File: src/rtl/outpkt_arbiter_pkg.sv
// rtl/outpkt_arbiter_pkg.sv - shared outpkt constants, arbiter state type and MSB macro
`ifndef MSB
`define MSB(x) ($clog2((x) + 1) - 1)
`endif

package outpkt_arbiter_pkg;

  localparam int OUTPKT_W = 16;

  localparam logic [1:0] PKT_TYPE_WORD   = 2'd0;
  localparam logic [1:0] PKT_TYPE_STATUS = 2'd1;
  localparam logic [1:0] PKT_TYPE_RESULT = 2'd2;

  typedef enum logic {
    ST_IDLE = 1'b0,
    ST_XFER = 1'b1
  } arb_state_t;

endpackage

File: src/rtl/outpkt_arbiter_rr_select.sv
// rtl/outpkt_arbiter_rr_select.sv - round-robin picker: first requester after the last grant
module outpkt_arbiter_rr_select
  import outpkt_arbiter_pkg::*;
#(
  parameter int N_SRC = 2,
  parameter int GW    = `MSB(N_SRC - 1) + 1
) (
  input  logic [N_SRC-1:0] req,
  input  logic [GW-1:0]    last,
  output logic [GW-1:0]    pick,
  output logic             valid
);

  logic [GW-1:0] idx;

  // Walk the ring backwards so the nearest requester after 'last' is written last and wins.
  always_comb begin
    pick  = last;
    valid = 1'b0;
    idx   = '0;
    for (int k = N_SRC; k >= 1; k--) begin
      idx = GW'((int'(last) + k) % N_SRC);
      if (req[idx]) begin
        pick  = idx;
        valid = 1'b1;
      end
    end
  end

endmodule

File: src/rtl/outpkt_arbiter.sv
// rtl/outpkt_arbiter.sv - packet-atomic round-robin arbiter feeding the 16-bit output FIFO
module outpkt_arbiter
  import outpkt_arbiter_pkg::*;
#(
  parameter int N_SRC         = 2,
  parameter int MAX_PKT_WORDS = 1024,
  parameter int CNT_MSB       = `MSB(MAX_PKT_WORDS)
) (
  input  logic                      CLK,
  input  logic                      RST,
  input  logic                      enable,
  input  logic [OUTPKT_W*N_SRC-1:0] src_dout,
  input  logic [N_SRC-1:0]          src_pkt_end,
  input  logic [N_SRC-1:0]          src_empty,
  output logic [N_SRC-1:0]          src_rd_en,
  output logic [OUTPKT_W-1:0]       dout,
  output logic                      wr_en,
  input  logic                      full,
  output logic [`MSB(N_SRC-1):0]    grant,
  output logic                      busy,
  output logic [15:0]               pkt_count,
  output logic                      err_pkt_len
);

  localparam int GW = `MSB(N_SRC - 1) + 1;
  localparam logic [CNT_MSB:0] CNT_LIMIT = (CNT_MSB + 1)'(MAX_PKT_WORDS);

  arb_state_t          state;
  logic                out_valid;
  logic                stage_free;
  logic                pop;
  logic                sel_valid;
  logic [GW-1:0]       sel;
  logic [CNT_MSB:0]    word_cnt;
  logic [CNT_MSB:0]    cnt_inc;
  logic [OUTPKT_W-1:0] src_word [N_SRC];

  for (genvar i = 0; i < N_SRC; i++) begin : g_unpack
    assign src_word[i] = src_dout[OUTPKT_W*i +: OUTPKT_W];
  end

  outpkt_arbiter_rr_select #(
    .N_SRC (N_SRC),
    .GW    (GW)
  ) u_rr_select (
    .req   (~src_empty),
    .last  (grant),
    .pick  (sel),
    .valid (sel_valid)
  );

  // The one-word output stage refills in the same cycle it drains, giving 1 word/cycle.
  assign wr_en      = out_valid & ~full;
  assign stage_free = ~out_valid | wr_en;
  assign busy       = (state == ST_XFER);
  assign pop        = busy & ~src_empty[grant] & stage_free;
  assign cnt_inc    = word_cnt + 1'b1;

  always_comb begin
    src_rd_en        = '0;
    src_rd_en[grant] = pop;
  end

  always_ff @(posedge CLK or posedge RST) begin
    if (RST) begin
      state       <= ST_IDLE;
      grant       <= GW'(N_SRC - 1);
      out_valid   <= 1'b0;
      dout        <= '0;
      pkt_count   <= '0;
      err_pkt_len <= 1'b0;
      word_cnt    <= '0;
    end else begin
      if (pop) begin
        dout      <= src_word[grant];
        out_valid <= 1'b1;
      end else if (wr_en) begin
        out_valid <= 1'b0;
      end

      case (state)
        ST_IDLE: begin
          if (enable && sel_valid) begin
            grant    <= sel;
            word_cnt <= '0;
            state    <= ST_XFER;
          end
        end
        ST_XFER: begin
          // An empty source simply stalls here; only pkt_end or the watchdog releases the grant.
          if (pop) begin
            word_cnt <= cnt_inc;
            if (src_pkt_end[grant]) begin
              pkt_count <= pkt_count + 16'd1;
              state     <= ST_IDLE;
            end else if (cnt_inc == CNT_LIMIT) begin
              err_pkt_len <= 1'b1;
              state       <= ST_IDLE;
            end
          end
        end
        default: state <= ST_IDLE;
      endcase
    end
  end

endmodule
File: config.mk
export PLATFORM = sky130hd
export DESIGN_NAME = outpkt_arbiter
export DESIGN_NICKNAME = d
export VERILOG_FILES = /design/src/rtl/outpkt_arbiter_pkg.sv /design/src/rtl/outpkt_arbiter_rr_select.sv /design/src/rtl/outpkt_arbiter.sv
export SDC_FILE = /design/constraint.sdc
export NUM_CORES = 1
export LEC_CHECK = 0
export ABC_AREA = 1
export BUFFER_PORTS_ARGS = -buffer_cell sky130_fd_sc_hd__buf_2
export CAP_MARGIN = 20
export CORE_UTILIZATION = 44
export DETAILED_ROUTE_END_ITERATION = 10
export PLACE_DENSITY = 0.69
export SYNTH_ARGS = -nofsm -noshare
export SYNTH_HDL_FRONTEND = slang
export SYNTH_HIERARCHICAL = 1
export SYNTH_SLANG_ARGS = --single-unit
File: constraint.sdc
create_clock -name CLK -period 2.3 [get_ports CLK]
set_input_delay 0.345 -clock CLK [delete_from_list [all_inputs] [get_ports CLK]]
set_output_delay 0.345 -clock CLK [all_outputs]
set_load 0.03 [all_outputs]
Yosys cells after proc, flatten, opt, wreduce, memory -nomap -nowiden:

Cells that the tools add are included.

* register bits: 47
* bits of input ports: 40
* output and inout bits: 38
* logic and storage cells: 66

* add/sub/neg operators: 4
* order comparisons: 5
* eq/ne operators: 3
* muxes and demuxes: 27
* bitwise gates (word level): 12
* reductions and logical operators: 8

Operator list (number)
* two-way mux 16 bit: 3
* two-way mux 11 bit: 2
* case mux 11 bit (2 select lines): 1
* two-way mux 1 bit: 19
* adder 16 x 1 -> 16 bit (second input constant): 1
* adder 11 x 1 -> 11 bit (second input constant): 1
* equality test 11 bit (second input constant): 1
* < comparator 1 x 2 -> 1 bit (second input constant): 3
* AND reduction 3 bit: 2
* NOT 1 bit: 5
* AND reduction 4 bit: 1
* nonzero test 2 bit: 2
* AND 1 bit: 3
* adder 1 bit (second input constant): 2
* AND 2 bit: 1
* >= comparator 2 bit (second input constant): 1
* logical AND 1 bit: 2
* inequality test 2 x 1 -> 1 bit (second input constant): 1
* inequality test 2 bit (second input constant): 1
* NOT 1 -> 2 bit: 1
* NOT 2 bit: 1
* case mux 1 bit (2 select lines): 1
* AND reduction 2 bit: 1
* demux 1 bit (select 1 bit): 1
* other kinds (2): 2

Depth between registers and ports, before layout:

* depth in word-level cells: 8
* gate-level depth with buffers: 11
* depth with buffers taken out: 11

Modules after synthesis:

Netlist, hierarchy kept.

Modules (own cells, without submodules)
* outpkt_arbiter: times used 1, cells each 305, area each 2409.8 µm²
* outpkt_arbiter_rr_select: times used 1, cells each 6, area each 25.0 µm²

Worst setup path before layout:

No wires, ideal clock.

* path kind: reg-to-output
* start point: reg grant
* end point: out src_rd_en[1]
* data arrival time: 1499 ps
* setup slack: 456 ps
* stages on the path, launching flop included: 8
* path buffers: 1
* cell sequence: dfstp_2 inv_2 nand2_4 nand3_4 nor2_8 nand2_1 inv_2 buf_2

* cells in the longest elaborated chain, start to end: 6
* elaborated cells between the ends (all ways): 11
* classes of those cells: order compare: 2; mux: 4; bitwise: 4; reduce/logical: 1

Ends and longest elaborated chain
* from (decl): line outpkt_arbiter.sv:19 `` output logic [`MSB(N_SRC-1):0] grant, ``
* from (signal assigned): line outpkt_arbiter.sv:67 `grant <= GW'(N_SRC - 1);`
* from (signal assigned): line outpkt_arbiter.sv:84 `grant <= sel;`
* branches (longest 5 deep; another with < comparator 1 x 2 -> 1 bit)
* AND 2 bit (no source line) *
* to (decl): line outpkt_arbiter.sv:15 `output logic [N_SRC-1:0] src_rd_en,`

Every way passes the cells marked *. The select of a mux whose other input is x is not followed.

Worst setup path after layout:

Same ends and word-level chain as after synthesis.

==> metrics.txt <==
final routed DRC violation total=0; Critical Path End Type=primary output; count of flip-flops with a built-in enable after synthesis=0; Final Hold Fails=0; Detailed Route WL=5580 µm; Die W=76.4 µm; Period Utilization, post-route=94.3%; worst reg2reg path startpoint=grant; asr flop ratio synth=100%; normalized max-slew margin=65.3%; synthesized instance count=311; R2R depth=6; CP required=1.96 ns; top-count cell post-synth=nand2_1; clock sinks=47; Seq cells post-synth=47; grt total ovfl=0; Final Util=58.5%; CTS Buffer Depth=2; slowest library cell on the worst path=dfstp_2; worst setup margin=0.132 ns; # IOs=78; Worst Path Arrival=1.82 ns; Core ar.=0.00520 mm²; count of cell types in the netlist=33; setup slack, reg-to-reg=0.47 ns; Synth Flop Type=dfrtp_1; crit path time final=2.17 ns; Post-CTS Hold Fix Bufs=0; share of cells above drive strength 1=26.0%; vias per inst=4.78; setup tns final=0 ns; Num CTS Buffers=5; outcome=finished clean; Worst-path clk slew=0.09 ns; Post-CTS Resized=0; initial DRC count=67; # Max-Cap Violations=0; LEAKAGE=1.64 nW; input/output buffers=77; Reg2Reg Capture Point=word_cnt[3]; die area=0.00584 mm²; dpl cell area=0.00291 mm²; via count=2213; clk_skew=0.00888 ns; vias in the first global route=2223; commonest cells in the netlist=120 x nand2_1, 46 x dfrtp_1, 32 x nand3_1; initial core utilization=46.8%; Die Y=76.4 µm; Top delay family on crit path=flip-flops; first-pass GRT wire length=9920 µm; Worst Path Max Fanout=17; Post-CTS Setup Bufs=0; post-synth top area share=47.3%; slowest stage delay, CP=0.60 ns; pin count of the biggest net entering global routing=27; H-tree Lvls=2; placed insts=455; Pre-Repair DR Iteration Count=4; Post-Syn Area=0.00243 mm²; Ys Warns=6; Seq/Total Area, Yosys=48.4%; Layout Nets=434; synth-to-layout area growth=25.0%; GRT Total Usage=21.2%; Syn Nets=353; DR WL/cell=12.0 µm; number of nets with antenna violations after routing=0; HPWL Detailed=4210 µm; CP Class=reg2out; slew at the pin closest to its max-slew limit=0.520 ns; worst hold slack=0.0764 ns; Critical Path, Cell by Cell=inv_2, nand2_4, nand3_4, nor2_8, nand2_1, clkinv_2, buf_2; Final setup viols=0; type of the worst min-delay path=in2async; Design Area, Final=0.00304 mm²; Final Slew Violations=0; CTS tree=done; RSZ-0062 raised after global routing=no; achievable frequency=461 MHz; CP Launch Type=register; crit path buf inv count=3; Synth area leaders=dfrtp_1 47%, nand2_1 18%, nand3_1 6.6%; pre-CTS setup slack=0.386 ns; worst IR drop on VDD=0.000623 V; initial antenna violation count=1; CTS root buf=clkbuf_8; PD cells=1240 mW/mm²; Synth area leader=dfrtp_1; Final Power=3.76 mW; GP Congestion=0.835; # diodes=0; Worst-Skew Late Latency=0.29 ns; Post-Syn Area per Cell=7.83 µm²; final non-filler cell total=463; Row Count=26
==> kinds of logic (layout without fill, tap and decap cells) <==
logic type,count (synthesis),after routing,synth area share (%)
flip-flops,47,47,48.4
XOR/XNOR,12,12,4.32
buffers and inverters,40,122,6.68
AND/OR/NAND/NOR,191,191,35.3
adder cells (fa/ha/maj),2,2,1.03
AO/OA/AOI/OAI,19,19,4.37
==> cell type report <==
cell class | instances | area, µm²
Inverter | 35 | 135
Fill cell | 506 | 2160
Sequential cell | 47 | 1180
Clock inverter | 3 | 67.6
Multi-Input combinational cell | 224 | 1090
Tap cell | 70 | 87.6
Clock buffer | 5 | 68.8
Timing Repair Buffer | 79 | 413
==> where the power goes <==
group / switching [mW] / internal [mW]
combinational: 1.17 / 0.509
sequential: 0.244 / 1.13
clock: 0.273 / 0.433
total: 1.69 / 2.08
==> state kept, by name, summed over array words and instances, names as in the netlist <==
register and cells:
busy 1, dout 16, err_pkt_len 1, grant 1, out_valid 1, pkt_count 16
word_cnt 11
==> worst max path at each step <==
stage                     cells after the start           end  slack (ns)  start
after global placement                        7  src_rd_en[1]        0.43  grant
after floorplan                               7  src_rd_en[1]        0.46  grant
final                                         7  src_rd_en[1]        0.13  grant
after detailed placement                      7  src_rd_en[1]        0.39  grant
after global routing                          7  src_rd_en[1]        0.03  grant
after CTS                                     7  src_rd_en[1]        0.06  grant
==> layout by cell type (no fill, tap or decap), drive strengths merged <==
cell      count
a21oi         3
and2          1
buf          79
bufinv        2
clkbuf        5
clkinv        2
clkinvlp      1
dfrtp        46
dfstp         1
ha            2
inv          33
nand2       123
nand3        33
nand3b        2
nand4         6
nor2         21
nor3          4
o21ai        10
o21bai        2
o22ai         3
o31ai         1
or2           1
xnor2         4
xor2          8
==> metal layers <==
metal	vias up	track usage (%)	wire length, µm
li1	1143	-	-
met1	1016	26.6	2460
met2	46	36.4	2810
met3	6	4.55	248
met4	2	6.73	49
met5	-	0	10
Power figures use the tool's default switching activity.
